<file path="src/rtl/freq_meter.sv">
// freq_meter: measures the period and high time of an asynchronous input
// in system-clock cycles. SigIn is synchronized, rising edges are detected,
// and a three-state controller (IDLE / ARM / MEASURE) counts clocks between
// successive edges. A programmable limit flags a missing edge (Timeout).
module freq_meter #(
  parameter int SYNC_STAGES = 2,
  parameter int WIDTH       = 32
) (
  input  logic             Clk,
  input  logic             Reset,
  input  logic             Enable,
  input  logic [WIDTH-1:0] Din,
  input  logic             ConfigTimeout,
  input  logic             SigIn,
  output logic [WIDTH-1:0] Period,
  output logic [WIDTH-1:0] HighTime,
  output logic             Valid,
  output logic             Timeout,
  output logic             Busy
);

  typedef enum logic [1:0] {
    IDLE    = 2'd0,
    ARM     = 2'd1,
    MEASURE = 2'd2
  } state_t;

  localparam logic [WIDTH-1:0] ONE  = {{(WIDTH-1){1'b0}}, 1'b1};
  localparam logic [WIDTH-1:0] ONES = {WIDTH{1'b1}};

  state_t                 state;
  logic [SYNC_STAGES-1:0] sync_ff;
  logic                   edge_ff;
  logic                   synced;
  logic                   rise;
  logic [WIDTH-1:0]       per_cnt;
  logic [WIDTH-1:0]       hi_cnt;
  logic [WIDTH-1:0]       tlim;

  // Counters stop at all-ones instead of wrapping to zero.
  function automatic logic [WIDTH-1:0] sat_inc(input logic [WIDTH-1:0] v);
    if (v == ONES) return v;
    return v + ONE;
  endfunction

  // Synchronizer chain and edge-detect flop; these run in every state so a
  // signal already high at re-enable is never seen as a fresh edge.
  always_ff @(posedge Clk) begin
    if (Reset) begin
      sync_ff <= '0;
      edge_ff <= 1'b0;
    end else begin
      sync_ff <= {sync_ff[SYNC_STAGES-2:0], SigIn};
      edge_ff <= sync_ff[SYNC_STAGES-1];
    end
  end

  assign synced = sync_ff[SYNC_STAGES-1];
  assign rise   = synced & ~edge_ff;

  // Timeout limit register; only writable while the meter is idle-configurable.
  always_ff @(posedge Clk) begin
    if (Reset) begin
      tlim <= ONES;
    end else if (ConfigTimeout && !Enable) begin
      tlim <= Din;
    end
  end

  // Measurement controller: counts, publishes results and raises timeout.
  always_ff @(posedge Clk) begin
    if (Reset) begin
      state    <= IDLE;
      per_cnt  <= '0;
      hi_cnt   <= '0;
      Period   <= '0;
      HighTime <= '0;
      Valid    <= 1'b0;
      Timeout  <= 1'b0;
    end else begin
      Valid <= 1'b0;
      case (state)
        IDLE: begin
          if (Enable) state <= ARM;
        end
        ARM: begin
          // The first edge only opens a period; nothing is reported yet.
          if (!Enable) begin
            state <= IDLE;
          end else if (rise) begin
            per_cnt <= ONE;
            hi_cnt  <= ONE;
            state   <= MEASURE;
          end
        end
        MEASURE: begin
          if (!Enable) begin
            // Disable beats a coincident edge; the partial period is dropped.
            state <= IDLE;
          end else if (rise) begin
            Period   <= per_cnt;
            HighTime <= hi_cnt;
            Valid    <= 1'b1;
            Timeout  <= 1'b0;
            per_cnt  <= ONE;
            hi_cnt   <= ONE;
          end else if ((tlim != '0) && (per_cnt == tlim)) begin
            Timeout <= 1'b1;
            state   <= ARM;
          end else begin
            per_cnt <= sat_inc(per_cnt);
            if (synced) hi_cnt <= sat_inc(hi_cnt);
          end
        end
        default: state <= IDLE;
      endcase
    end
  end

  // Busy follows the registered state directly.
  always_comb begin
    Busy = (state == ARM) || (state == MEASURE);
  end

endmodule

</file>
<file path="config.mk">
export PLATFORM = sky130hd
export DESIGN_NAME = freq_meter
export DESIGN_NICKNAME = d
export VERILOG_FILES = /design/src/rtl/freq_meter.sv
export SDC_FILE = /design/constraint.sdc
export NUM_CORES = 1
export LEC_CHECK = 0
export CORE_MARGIN = 2
export CORE_UTILIZATION = 60
export CTS_CLUSTER_DIAMETER = 60
export DETAILED_ROUTE_END_ITERATION = 12
export PLACE_DENSITY = 0.87
export REMOVE_ABC_BUFFERS = 1
export SLEW_MARGIN = 20
export SYNTH_ARGS = -nofsm -noshare
export SYNTH_HDL_FRONTEND = slang
export SYNTH_SLANG_ARGS = --single-unit
</file>
<file path="constraint.sdc">
create_clock -name Clk -period 6.9 [get_ports Clk]
set_input_delay 1.035 -clock Clk [delete_from_list [all_inputs] [get_ports Clk]]
set_output_delay 1.035 -clock Clk [all_outputs]
set_load 0.1 [all_outputs]
</file>
==> results of run 1 <==
cells by family (layout without fill, tap and decap cells):
family / Yosys count / in the layout / share of synthesized area, %
adders and majority gates: 6 / 6 / 0.922
muxes: 39 / 39 / 4.79
AOI/OAI and AO/OA: 226 / 226 / 17.7
and+or+nand+nor: 444 / 444 / 27.3
xor gates and xnor gates: 32 / 32 / 3.44
DFF: 167 / 167 / 41.1
buffers and inverters: 86 / 153 / 4.82
state kept, by name, indices dropped and copies added (netlist names):
register  cells
HighTime     32
Period       32
hi_cnt       32
per_cnt      32
tlim         32
state         2
sync_ff       2
Timeout       1
Valid         1
edge_ff       1
power groups by stage:
stage                     logic, mW  clock network (mW)  registers (mW)
after floorplan               0.148                   0            1.02
after global placement        0.225                   0            1.02
after detailed placement      0.230                   0            1.02
after CTS                     0.233                1.01            1.00
after global routing          0.255                1.04            1.00
final                         0.239                1.00            1.00
final timing paths:
kind	startpoint	slack (ps)	endpoint
worst min-delay path	Period[0]$_SDFFE_PP0P_	450	Period[0]$_SDFFE_PP0P_
worst max register to register	state[0]$_SDFFE_PP0P_	2790	hi_cnt[19]$_SDFFE_PP0P_
worst min register to register	Period[0]$_SDFFE_PP0P_	450	Period[0]$_SDFFE_PP0P_
worst max-delay path	Enable	2580	hi_cnt[19]$_SDFFE_PP0P_
final cells by class:
| class | count | area [µm²] |
|---|---|---|
| clock buffer | 24 | 472 |
| clock inverter | 8 | 145 |
| fill | 1020 | 3470 |
| multi-input combinational | 747 | 4460 |
| sequential | 167 | 3340 |
| inverter | 10 | 37.5 |
| timing repair buffer | 111 | 1100 |
| tap | 176 | 220 |
per-layer routing:
metal,global-route usage (%),part of all wire [%]
met5,0,0
met4,14.9,3.3
met3,7.36,10
met2,48.7,45
met1,42.9,42
worst max-delay path, stage by stage:
cell and delay [ps]:
clkdlybuf4s50_1 650, o21ai_0 210, a21oi_1 170, buf_4 320, nand2_1 140, nor2_1 890
nand3_1 680, o41ai_1 530
cell usage in the layout (no fill, tap or decap), drive strengths merged, types with 13 or more instances in the layout:
cell type	netlist	final
mux2i	39	39
a31oi	26	26
clkdlybuf4s50	0	102
a21oi	92	92
xor2	32	32
nand2	201	201
nor2	35	35
clkbuf	51	24
o41ai	22	22
nand4	30	30
or4	13	13
and3	17	17
nor3	22	22
nand3	32	32
nor2b	19	19
o21ai	30	30
o31ai	20	20
nor4	30	30
and4	14	14
dfxtp	167	167
stage by stage:
| step | hold slack, ps | total power, mW |
|---|---|---|
| after floorplan | 414 | 1.16 |
| final | 452 | 2.24 |
| after global routing | 467 | 2.30 |
| after CTS | 455 | 2.24 |
| after detailed placement | 446 | 1.25 |
| after global placement | 441 | 1.25 |
==> flow_summary_export.csv, run 1 <==
group,metric,value,unit
run_status,outcome,"finished clean",
timing,setup_ws,2580,ps
synthesis,ys_async_sr_fraction,0,%
die,dieArea,14500,µm²
run,drv_cap,0,
synthesis,synth.avg_cell_area,8.14,µm²
worst_setup_path,critPathCaptureType,"flop",
synthesis,yosys.area.top_type_share,41.1,%
timing,final_max_slew_viol_count,0,
synthesis,synth_edf_count,0,
layout,design_area,9770,µm²
global_routing,grt_pass1_vias,7457,
cts,cts.clk_slew.worst_paths,60,ps
power,power_frac_seq,44.7,%
layout,finish.utilization,73.8,%
power,switchingPower,0.564,mW
timing,worst_pin_slew,1140,ps
timing,min_period,4320,ps
route,drc,0,
synthesis,yosysUniqueCellTypes,57,
cts,clk_path_buf_depth,2,
route,drtAntennaViolNets,0,
timing,rsz0062_at_grt,"no",
die,fp.coreArea,13200,µm²
min_path,whs_path_depth,2,
layout,finalNonFillerCells,1243,
timing,fin_worst_skew,7.57,ps
worst_setup_path,crit_type,"in -> reg",
worst_setup_path,cp.arrival,4630,ps
die,die_h,120,µm
cts,cts_setup_buffers,0,
placement,dp_hpwl,15400,µm
timing,fin_setup_tns,0,ps
timing,fin_crit_sh,62.6,%
global_routing,grt_usage,31.9,%
worst_setup_path,crit_required,7210,ps
synthesis,synth_area,8140,µm²
route,post_drt_wl_per_cell,18.6,µm
cts,htreeDepth,4,
cts,cts_tree,"done",
cts,cts_buffers,17,
timing,fmax,0.231,GHz
synthesis,synth_top_cell_by_area,"dfxtp_1",
power,p_int,1.68,mW
die,top_level_ports,104,
placement,place_ws,2430,ps
power,p_clk_share,44.7,%
global_routing,antenna_found_initial,0,
min_path,hp-class,"reg -> reg",
synthesis,synthTopCellsByArea,"dfxtp_1 41%, nand2_1 9.2%, a21oi_1 5.7%, mux2i_1 4.8%, xor2_1 3.4%",
synthesis,synth_top_flop_cell,"dfxtp_1",
route,drt_iter0_drc,1032,
cts,postCtsHoldBufs,0,
timing,maxSlewHeadroom,24.0,%
route,vias_per_cell,6.46,
cts,cts_root_buffer,"clkbuf_16",
route,num_vias,8026,
layout,drive_above_1_share,4.97,%
global_routing,grt_pass1_wl,37300,µm
power,pwr-share-comb,10.6,%
placement,gp_congestion,0.976,
worst_setup_path,cp_max_fo,23,
synthesis,synth-seq-cells,167,
die,row_count,42,
layout,diodes,0,
synthesis,synth_seq_area_share,41.1,%
worst_setup_path,crit_path_start_kind,"input pin",
worst_setup_path,reg2reg_depth,9,
global_routing,gr-total-overflow,0,
layout,area_growth,20.0,%
power,irDropWorstVdd,0.170,mV
die,die_x,120,µm
placement,place_inst,1211,
synthesis,yosysMostFrequentCell,"nand2_1",
layout,nets,1097,
synthesis,synthCells,1000,
synthesis,yosysWarnings,0,
power,power_density,229,nW/µm²
route,drtPass1Iterations,5,
cts,worst_skew_pair.late_latency,430,ps
placement,port_buffers,103,
power,p_leak,3.22,nW
die,initial_core_util,61.5,%
power,swShare,25.2,%
placement,postPlaceCellArea,9150,µm²
cts,cts_resized,0,
timing,setup_viol_count_final,0,
route,routed_wl,23200,µm
global_routing,grt_max_degree,69,
cts,cts.sink_count,167,
timing,hold_viol_final,0,
synthesis,ys_top_cells_by_count,"199 x nand2_1, 167 x dfxtp_1, 92 x a21oi_1",
Note: power is estimated with default switching activity, not from simulation.
==> inputs of run 2 (changes only) <==
CORE_UTILIZATION = 56   (was 60)
PLACE_DENSITY = 0.82   (was 0.87)
clock period = 4.4 ns   (was 6.9 ns; I/O delays follow)
==> run 2 against run 1 <==
Wire length fell by 1.4%. First-iteration DRC count decreased by 14%. Non-clock buffer count is 7 higher. Combinational power rose by 60%. Count of clock-buffer cells in the layout fell by 2. Sequential cell count unchanged. Worst setup slack worse by 1700 ps. Final area up 0.42%. Die area rose by 6.9%. Total power up 56%. Global-route usage is 2.6 points lower. Utilization is 5.5 points lower. Critical endpoint is now hi_cnt[15]$_SDFFE_PP0P_.
==> flow_summary_export.csv, run 2 (synthesized netlist as in run 1, its figures left out) <==
group,metric,value,unit
run_status,outcome,"finished clean",
timing,worst_pin_slew,1030,ps
worst_setup_path,cp.arrival,3860,ps
power,irDropWorstVdd,0.276,mV
route,vias_per_cell,6.37,
cts,clk_path_buf_depth,2,
cts,cts_resized,0,
min_path,hp-class,"reg -> reg",
global_routing,grt_max_degree,99,
die,die_x,125,µm
placement,gp_congestion,0.948,
power,power_density,357,nW/µm²
worst_setup_path,critPathCaptureType,"flop",
global_routing,grt_usage,29.4,%
layout,seqCellArea,3340,µm²
placement,port_buffers,103,
power,p_leak,3.25,nW
placement,place_inst,1226,
cts,postCtsHoldBufs,0,
timing,final_max_slew_viol_count,0,
global_routing,antenna_found_initial,0,
layout,most-common-layout-cells,"199 x nand2_1, 167 x dfxtp_1, 102 x clkdlybuf4s50_1, 92 x a21oi_1, 39 x mux2i_1",
global_routing,grt_pass1_vias,7379,
timing,setup_viol_count_final,0,
timing,hold_viol_final,0,
timing,maxSlewHeadroom,31.1,%
route,drtAntennaViolNets,0,
timing,fmax,0.283,GHz
global_routing,gr-total-overflow,0,
worst_setup_path,crit_required,4730,ps
route,num_vias,8012,
run,drv_cap,0,
die,fp.coreArea,14400,µm²
layout,nets,1104,
timing,fin_worst_skew,10.2,ps
route,drtPass1Iterations,5,
cts,htreeDepth,4,
worst_setup_path,crit_chain,"inv_1, ha_1, o21ai_0, a21oi_1, nand2_1, nor2_1, nand3_1, o41ai_1",
cts,cts_root_buffer,"clkbuf_16",
worst_setup_path,crit_type,"reg -> reg",
worst_setup_path,cpMaxStageDelayCell,"a21oi_1",
layout,drive_above_1_share,5.31,%
worst_setup_path,crit_path_start_kind,"flop",
die,row_count,44,
worst_setup_path,cp_max_fo,20,
layout,finalNonFillerCells,1257,
worst_setup_path,critPathMaxStageDelay,680,ps
placement,dp_hpwl,15200,µm
layout,area_growth,20.5,%
layout,multiInputGateArea,4440,µm²
route,drc,0,
layout,fill_cells,1180,
cts,cts_setup_buffers,0,
cts,cts_tree,"done",
cts,worst_skew_pair.late_latency,430,ps
timing,fin_setup_tns,0,ps
route,drt_iter0_drc,884,
die,initial_core_util,56.7,%
layout,design_area,9820,µm²
timing,fin_crit_sh,80.3,%
timing,rsz0062_at_grt,"no",
layout,diodes,0,
die,dieArea,15500,µm²
route,routed_wl,22800,µm
die,top_level_ports,104,
cts,cts.sink_count,167,
layout,layout_commonest_cell,"nand2_1",
route,post_drt_wl_per_cell,18.2,µm
cts,cts.clk_slew.worst_paths,60,ps
die,die_h,125,µm
placement,postPlaceCellArea,9210,µm²
timing,min_period,3530,ps
global_routing,grt_pass1_wl,37600,µm
cts,cts_buffers,17,
run 2: worst max-delay path: cells and delay by family, from the launching register on:
family | cells | cell delay [ps]
AO/OA/AOI/OAI | 3 | 1420
adder cells (fa/ha/maj) | 1 | 620
buffers and inverters | 1 | 100
flip-flops | 1 | 320
AND/OR/NAND/NOR | 3 | 960
run 2: metrics by stage:
| step | hold slack [ps] | power, mW | util [%] | setup WS [ps] |
|---|---|---|---|---|
| detailed placement | 446 | 1.98 | 64.1 | 752 |
| floorplan | 414 | 1.82 | - | 766 |
| global placement | 423 | 1.97 | 63.9 | 851 |
| finish | 453 | 3.50 | 68.3 | 866 |
| global route | 466 | 3.62 | 68.3 | 581 |
| CTS | 454 | 3.50 | 68.3 | 998 |
run 2: path summary, 6_finish.rpt:
kind / from / cells past startpoint / end / slack (ps)
setup / recovery: state[0]$_SDFFE_PP0P_ / 8 / hi_cnt[15]$_SDFFE_PP0P_ / 870
hold / removal: Period[14]$_SDFFE_PP0P_ / 2 / Period[14]$_SDFFE_PP0P_ / 450
setup reg to reg: state[0]$_SDFFE_PP0P_ / 8 / hi_cnt[15]$_SDFFE_PP0P_ / 870
hold reg to reg: Period[14]$_SDFFE_PP0P_ / 2 / Period[14]$_SDFFE_PP0P_ / 450
run 2: cell type report:
| class | instances | area share, % |
|---|---|---|
| clock inverter | 9 | 1.53 |
| timing repair buffer | 118 | 11.8 |
| sequential | 167 | 34.1 |
| tap | 184 | 2.35 |
| inverter | 10 | 0.382 |
| clock buffer | 22 | 4.63 |
| multi-input combinational | 747 | 45.2 |
run 2: per-layer routing:
layer	track usage, %	vias up	part of all wire [%]
li1	-	3777	-
met1	42.7	3752	44
met2	44.0	433	45
met3	5.11	50	8.6
met4	10.4	0	2.1
met5	0	-	0
run 2: report_power, final:
part	internal, mW	leakage, nW	total, mW	switching, mW
logic	0.124	1.61	0.382	0.258
registers	1.54	1.35	1.57	0.0344
clock network	0.958	0.290	1.55	0.591
total	2.62	3.25	3.50	0.883
==> inputs of run 3 (changes only) <==
CORE_UTILIZATION = 50   (was 56)
PLACE_DENSITY = 0.77   (was 0.82)
clock period = 3.2 ns   (was 4.4 ns; I/O delays follow)
==> run 3 against run 2 <==
Worst setup slack worse by 480 ps. Critical path depth is 1 lower. Clock skew is 1.1 ps lower. Critical path type unchanged. Highest routed layer unchanged. Utilization is 6.1 points lower. Via count is 0.67% higher. Die area is 12% higher. Count of clock-buffer cells in the layout is 3 lower. Worst hold slack worse by 6.8 ps. Register-to-register slack worse by 480 ps. Cell count is 4.5% higher. Combinational power is 42% higher. Largest cell class unchanged. Sequential cell count stayed put.
==> flow_summary_export.csv, run 3 (synthesized netlist as in run 1, its figures left out) <==
group,metric,value,unit
timing,rsz0062_at_grt,"no",
global_routing,grt_pass1_wl,38600,µm
die,dieArea,17300,µm²
die,die_h,132,µm
cts,clk_path_buf_depth,2,
cts,cts.sink_count,167,
cts,cts_resized,0,
worst_setup_path,r2r_slack,390,ps
cts,cts_buffers,17,
worst_setup_path,crit_type,"reg -> reg",
power,power_density,474,nW/µm²
route,drtPass1Iterations,7,
global_routing,gr-total-overflow,0,
worst_setup_path,crit_required,3500,ps
global_routing,grt_pass1_vias,7253,
timing,setup_viol_count_final,0,
cts,worst_skew_pair.late_latency,440,ps
cts,htreeDepth,4,
global_routing,antenna_found_initial,0,
timing,fin_worst_skew,9.15,ps
layout,diodes,0,
global_routing,grt_max_degree,67,
layout,finalNonFillerCells,1314,
run_status,outcome,"finished clean",
timing,worst_pin_slew,971,ps
route,drc,0,
worst_setup_path,cp.arrival,3110,ps
worst_setup_path,cp_max_fo,8,
timing,final_max_slew_viol_count,0,
timing,fin_setup_tns,0,ps
placement,gp_congestion,0.970,
layout,layout_commonest_cell,"nand2_1",
layout,drive_above_1_share,11.8,%
power,irDropWorstVdd,0.385,mV
route,vias_per_cell,6.14,
placement,port_buffers,103,
timing,min_period,2810,ps
die,die_x,132,µm
layout,most-common-layout-cells,"199 x nand2_1, 167 x dfxtp_1, 92 x a21oi_1, 83 x buf_4, 58 x clkdlybuf4s50_1",
cts,cts.clk_slew.worst_paths,70,ps
layout,nets,1128,
cts,cts_root_buffer,"clkbuf_16",
worst_setup_path,critPathCaptureType,"flop",
route,post_drt_wl_per_cell,18.1,µm
timing,hold_viol_final,0,
timing,fin_crit_sh,87.9,%
timing,maxSlewHeadroom,35.1,%
die,row_count,46,
route,drt_iter0_drc,905,
cts,cts_tree,"done",
min_path,hp-class,"reg -> reg",
layout,fill_cells,1439,
cts,cts_setup_buffers,0,
worst_setup_path,crit_path_start_kind,"flop",
layout,area_growth,21.4,%
placement,place_inst,1282,
timing,whs,446,ps
die,initial_core_util,51.3,%
timing,fmax,0.356,GHz
global_routing,grt_usage,27.1,%
die,fp.coreArea,15900,µm²
route,num_vias,8066,
cts,postCtsHoldBufs,0,
route,routed_wl,23800,µm
run,drv_cap,0,
placement,dp_hpwl,16300,µm
power,p_leak,3.43,nW
die,top_level_ports,104,
route,drtAntennaViolNets,0,
## run 3: cell type report
cell class | count | area, µm² | share of cell area (%)
multi-input combinational | 747 | 4440 | 44.9
sequential | 167 | 3340 | 33.8
timing repair buffer | 142 | 1220 | 12.4
clock buffer | 19 | 453 | 4.58
tap | 216 | 270 | 2.73
clock inverter | 13 | 121 | 1.23
inverter | 10 | 37.5 | 0.380
## run 3: critical path: stages, from the launching register on
cell and delay, ps:
dfxtp_1 490, ha_1 290, nand3_1 170, or3_4 460
o31ai_1 630, nor2_1 260, a41oi_1 310, a31oi_1 60
## run 3: through the flow
step / util (%) / cell area [µm²] / setup WS [ps] / total power, mW
2_1_floorplan: - / 7790 / -434 / 2.51
3_3_place_gp: 58.6 / 9310 / 609 / 2.73
3_5_place_dp: 58.6 / 9310 / 535 / 2.73
4_1_cts: 62.2 / 9890 / 518 / 4.70
5_1_grt: 62.2 / 9890 / 289 / 4.84
6_report: 62.2 / 9890 / 389 / 4.69
## run 3: per-layer routing
| metal | vias to the layer above | global-route usage, % | wire length [µm] |
|---|---|---|---|
| li1 | 3840 | - | - |
| met2 | 442 | 42.1 | 10700 |
| met3 | 61 | 4.98 | 2090 |
| met5 | - | 0 | 0 |
| met1 | 3723 | 38.5 | 10600 |
| met4 | 0 | 7.25 | 425 |
## run 3: power breakdown
part / leakage, nW / switching, mW / internal, mW
clock: 0.268 / 0.876 / 1.12
sequential: 1.35 / 0.0415 / 2.11
combinational: 1.81 / 0.363 / 0.180
## run 3: final timing paths
path | startpoint | end | depth (start not counted)
worst max-delay path | per_cnt[0]$_SDFFE_PP0P_ | per_cnt[10]$_SDFFE_PP0P_ | 7
worst min-delay path | sync_ff[0]$_SDFF_PP0_ | sync_ff[1]$_SDFF_PP0_ | 1
worst max register to register | per_cnt[0]$_SDFFE_PP0P_ | per_cnt[10]$_SDFFE_PP0P_ | 7
worst min register to register | sync_ff[0]$_SDFF_PP0_ | sync_ff[1]$_SDFF_PP0_ | 1
